--- src/rtl/sync_fifo_pkg.sv ---
// Shared constants and width helpers for the sync_fifo slice.
// Default geometry and the occupancy-counter width function live here.
package sync_fifo_pkg;

    localparam int DEF_WIDTH = 32;
    localparam int DEF_DEPTH = 16;

    // Occupancy spans 0..depth inclusive, hence depth+1 states.
    function automatic int cnt_width(input int depth);
        return $clog2(depth + 1);
    endfunction

endpackage

--- src/rtl/sync_fifo_wrap_counter.sv ---
// Modulo-2^WIDTH pointer incrementer with synchronous reset and clear.
// Latency: q updates 1 cycle after en; no backpressure (always advances on en).
module wrap_counter #(
    parameter int WIDTH = 4
) (
    input  logic             clk,
    input  logic             reset,
    input  logic             clear,
    input  logic             en,
    output logic [WIDTH-1:0] q
);

    logic [WIDTH-1:0] q_q;
    logic [WIDTH-1:0] q_d;

    always_comb begin
        q_d = q_q;
        if (en) begin
            q_d = q_q + WIDTH'(1);
        end
    end

    always_ff @(posedge clk) begin
        if (reset || clear) begin
            q_q <= '0;
        end else begin
            q_q <= q_d;
        end
    end

    assign q = q_q;

endmodule

--- src/rtl/sync_fifo.sv ---
// Single-clock show-ahead FIFO with count, almost-full, flush and error pulses.
// Latency: write-to-read 1 cycle; backpressure via full/empty, rejected requests pulse overflow/underflow.
module sync_fifo
    import sync_fifo_pkg::*;
#(
    parameter int WIDTH    = DEF_WIDTH,
    parameter int DEPTH    = DEF_DEPTH,
    parameter int AF_LEVEL = DEPTH - 2,
    localparam int PW      = $clog2(DEPTH),
    localparam int CW      = cnt_width(DEPTH)
) (
    input  logic             clk,
    input  logic             reset,
    input  logic             clear,
    input  logic             wr_en,
    input  logic [WIDTH-1:0] wr_data,
    input  logic             rd_en,
    output logic [WIDTH-1:0] rd_data,
    output logic             full,
    output logic             empty,
    output logic             almost_full,
    output logic [CW-1:0]    count,
    output logic             overflow,
    output logic             underflow
);

    logic [WIDTH-1:0] mem_q [DEPTH];
    logic [PW-1:0]    wr_ptr;
    logic [PW-1:0]    rd_ptr;
    logic [CW-1:0]    count_q;
    logic [CW-1:0]    count_d;
    logic             overflow_q;
    logic             overflow_d;
    logic             underflow_q;
    logic             underflow_d;
    logic             flush;
    logic             push;
    logic             pop;

    assign flush = reset || clear;

    // Acceptance is judged on the flags registered at the start of the cycle.
    assign push = wr_en && !full  && !flush;
    assign pop  = rd_en && !empty && !flush;

    wrap_counter #(.WIDTH(PW)) u_wr_ptr (
        .clk   (clk),
        .reset (reset),
        .clear (clear),
        .en    (push),
        .q     (wr_ptr)
    );

    wrap_counter #(.WIDTH(PW)) u_rd_ptr (
        .clk   (clk),
        .reset (reset),
        .clear (clear),
        .en    (pop),
        .q     (rd_ptr)
    );

    always_ff @(posedge clk) begin
        if (push) begin
            mem_q[wr_ptr] <= wr_data;
        end
    end

    always_comb begin
        count_d     = count_q;
        overflow_d  = wr_en && full;
        underflow_d = rd_en && empty;
        case ({push, pop})
            2'b10:   count_d = count_q + CW'(1);
            2'b01:   count_d = count_q - CW'(1);
            default: count_d = count_q;
        endcase
    end

    always_ff @(posedge clk) begin
        if (flush) begin
            count_q     <= '0;
            overflow_q  <= 1'b0;
            underflow_q <= 1'b0;
        end else begin
            count_q     <= count_d;
            overflow_q  <= overflow_d;
            underflow_q <= underflow_d;
        end
    end

    assign rd_data     = mem_q[rd_ptr];
    assign count       = count_q;
    assign full        = (count_q == CW'(DEPTH));
    assign empty       = (count_q == '0);
    assign almost_full = (count_q >= CW'(AF_LEVEL));
    assign overflow    = overflow_q;
    assign underflow   = underflow_q;

endmodule

--- config.mk ---
export PLATFORM = sky130hd
export DESIGN_NAME = sync_fifo
export DESIGN_NICKNAME = d
export VERILOG_FILES = /design/src/rtl/sync_fifo_pkg.sv /design/src/rtl/sync_fifo_wrap_counter.sv /design/src/rtl/sync_fifo.sv
export SDC_FILE = /design/constraint.sdc
export NUM_CORES = 1
export LEC_CHECK = 0
export BUFFER_PORTS_ARGS = -buffer_cell sky130_fd_sc_hd__buf_4
export CAP_MARGIN = 10
export CELL_PAD_IN_SITES_DETAIL_PLACEMENT = 0
export CELL_PAD_IN_SITES_GLOBAL_PLACEMENT = 1
export CORE_MARGIN = 5
export CORE_UTILIZATION = 40
export CTS_BUF_LIST = sky130_fd_sc_hd__clkbuf_4 sky130_fd_sc_hd__clkbuf_8
export DETAILED_ROUTE_END_ITERATION = 8
export PLACE_DENSITY = 0.7
export SYNTH_ARGS = -nofsm -noshare
export SYNTH_HDL_FRONTEND = slang
export SYNTH_SLANG_ARGS = --single-unit
--- constraint.sdc ---
create_clock -name clk -period 4.2 [get_ports clk]
set_input_delay 0.21 -clock clk [delete_from_list [all_inputs] [get_ports clk]]
set_output_delay 0.21 -clock clk [all_outputs]
set_load 0.01 [all_outputs]
==> results.json <==
{
  "worstHoldPathType": "input port to flop",
  "numClockSinks": 531,
  "drc": 0,
  "outcome": "complete, no violations",
  "combPwrFrac": 0.021,
  "synthAdderAreaFrac": 0.00435,
  "syn_to_final_growth_pct": 18.4,
  "yosysUniqueCellTypes": 32,
  "first_pass_iters": 5,
  "critPathMostFrequentCell": "mux4_2",
  "fill_cells": 4068,
  "p_clk_frac": 0.411,
  "cts_buffer_depth": 3,
  "synth-xor-area-share": 0.00435,
  "crit_fanout": 35,
  "relSlewSlack": 0.392,
  "clock_skew_ns": 0.0317,
  "synth_area_per_cell_sq_um": 24.0,
  "finalHoldViolCount": 0,
  "root_buffer": "clkbuf_8",
  "synth-edff-count": 512,
  "ys_seq_elements": 531,
  "gp_congestion": 0.731,
  "multi_input_area_sq_um": 4290,
  "io_buffer_count": 78,
  "path_cells": "buf_12, mux4_2, mux4_2, buf_4",
  "synth-compound-area-share": 0.00522,
  "fmax_mhz": 296,
  "clk_latency_ns": 0.64,
  "synthMuxAreaShare": 0.180,
  "drive_gt1_frac": 0.382,
  "tns_ns": 0,
  "maxCapViolations": 0,
  "cts_made_buffers": 87,
  "required_ns": 3.99,
  "syn_area_sq_um": 20200,
  "slew_violations": 0,
  "gr-total-overflow": 0,
  "seqPwrFrac": 0.568,
  "final_cells": 1774,
  "ioPinCount": 79,
  "regArea_sq_um": 15800,
  "rsz0062_at_grt": "false",
  "layout_setup_ws_ns": 0.819,
  "drt_iter0_drc": 728,
  "crit_family": "multiplexers",
  "power_switching_mw": 2.06,
  "dp.cells": 1581,
  "vias": 9369,
  "synth_top_area_frac": 0.763,
  "dieWidth_um": 234,
  "clk_pin_slew_worst_paths_ns": 0.06,
  "async_flop_share": 0,
  "fin_crit_sh": 0.805,
  "synth_commonest_cells": "edfxtp_1, mux4_2, nor2_1, clkbuf_1, dfxtp_1",
  "yosys_warnings": 0,
  "place_ws_ns": 1.05,
  "wl_per_cell_um": 24.0,
  "grt_max_degree": 53,
  "grt_pass1_wl_mm": 64.2,
  "grt_use_total": 0.159,
  "startpoint_type": "flop",
  "p_int_mw": 8.20,
  "ys_seq_area_frac": 0.782,
  "routed_wl_mm": 42.5,
  "ir_worst_vdd_uv": 194,
  "antenna_found_initial": 1,
  "die_area_sq_um": 55000,
  "crit_slowest_cell": "dfxtp_4",
  "p_total_mw": 10.3,
  "syn_nets": 884,
  "synth_area_leader_cell": "edfxtp_1",
  "power_density_nw_per_um2": 430,
  "die_h_um": 234,
  "post_drt_via_cell_ratio": 5.28,
  "cts_max_level": 3,
  "syn_inst": 840,
  "core_area_sq_um": 50000,
  "power_leakage_nw": 7.39,
  "first_global_vias": 9947,
  "synth_top_family_by_area": "multiplexers",
  "crit_arrival_ns": 3.17,
  "initial_core_util": 0.403,
  "worstMarginPinSlew_ns": 0.911,
  "yosys.area_share.simple": 0.0138,
  "critPathBufInv": 2,
  "synth_most_common_cell": "edfxtp_1",
  "cts_tree": "built",
  "dp_hpwl_mm": 23.3,
  "switching_share": 0.200,
  "yosys_most_used_dff": "edfxtp_1",
  "finalSetupViolations": 0,
  "nets": 1080,
  "ant_nets": 0,
  "crit_type": "flop to primary output",
  "period_minus_slack_ns": 3.38,
  "num_rows": 82,
  "max_stage_delay_ns": 0.80,
  "crit_path_end_kind": "primary output",
  "synthTopCellsByArea": "edfxtp_1, mux4_2, dfxtp_1"
}
-- sequential cells by signal, indices dropped and copies added, names as in the netlist, named ones only --
name,cells
mem_q,512
underflow,1
overflow,1
u_wr_ptr.q,4
u_rd_ptr.q,4
count,5
-- worst register-to-register path, cell delays in order (launching register included) --
cell	delay (ns)
dfxtp_1	0.38
nor4_1	0.57
a21oi_1	0.15
buf_4	0.18
inv_1	0.05
ha_1	0.30
xor2_1	0.19
ha_1	0.16
inv_1	0.04
o31a_1	0.13
a2111o_1	0.41
a21oi_1	0.17
mux2_1	0.33
-- metrics by stage --
step / hold slack, ns / cell area (sq um) / util
global placement: 0.483 / 21800 / 0.437
detailed placement: 0.488 / 21800 / 0.437
CTS: 0.364 / 23900 / 0.477
floorplan: 0.309 / 20200 / -
global route: 0.374 / 23900 / 0.477
finish: 0.420 / 23900 / 0.477
-- logic make-up (layout without fill, tap and decap cells) --
kind of cell / after synthesis / count (layout)
buffers and inverters: 53 / 314
muxes: 162 / 162
DFF: 531 / 531
adders and majority gates: 7 / 7
and+or+nand+nor: 61 / 61
other: 0 / 1
xor gates and xnor gates: 10 / 10
AOI/OAI and AO/OA: 16 / 16
-- repair_timing --
item | in CTS | in global routing
hold buffers | 38 | 0
gates resized for setup | 0 | 0
endpoints found under the hold margin | 517 | 0
setup buffers | 0 | 0
-- metal layers --
layer,GRT usage,up-vias,share of wire
met5,0,-,0.00031
met4,0.0418,2,0.019
met3,0.0394,65,0.061
met2,0.252,314,0.49
met1,0.224,5002,0.43
li1,-,3986,-
-- placed cells by master (no fill, tap or decap), types with 5 or more instances in the layout --
master and n:
a21oi_1 6, clkinv_1 27, dlygate4sd3_1 38, buf_4 106, dfxtp_1 15, nor2_1 18, buf_12 5, nor2_4 12
mux4_2 160, ha_1 7, clkbuf_8 91, nand2_1 13, clkinv_2 6, clkbuf_4 26, edfxtp_1 512, inv_1 11
xor2_1 7
-- cell type report --
| type | count | area share |
|---|---|---|
| Timing Repair Buffer | 149 | 0.0535 |
| Inverter | 11 | 0.00173 |
| Antenna cell | 1 | 0.000105 |
| Sequential cell | 531 | 0.661 |
| Multi-Input combinational cell | 256 | 0.180 |
| Clock buffer | 117 | 0.0607 |
| Clock inverter | 37 | 0.00787 |
| Tap cell | 672 | 0.0352 |
-- power groups by stage --
stage                     combinational [mW]  sequential [mW]  clock [mW]
after CTS                              0.222             5.82        4.34
after detailed placement               0.193             5.93           0
after global placement                 0.185             5.93           0
after global routing                   0.237             5.82        4.60
after floorplan                       0.0592             5.93           0
final                                  0.217             5.82        4.21
-- path summary, 6_finish.rpt --
| check | from | end | slack (ns) | depth (start not counted) |
|---|---|---|---|---|
| worst max-delay path | flop | rd_data[13] | 0.82 | 4 |
| worst max register to register | count[0] | count[4] | 1.03 | 12 |
| worst min register to register | u_rd_ptr.q[3] | flop | 0.49 | 2 |
| worst min-delay path | wr_data[3] | mem_q[15][3] | 0.42 | 2 |
(Power assumes the default switching activity.)
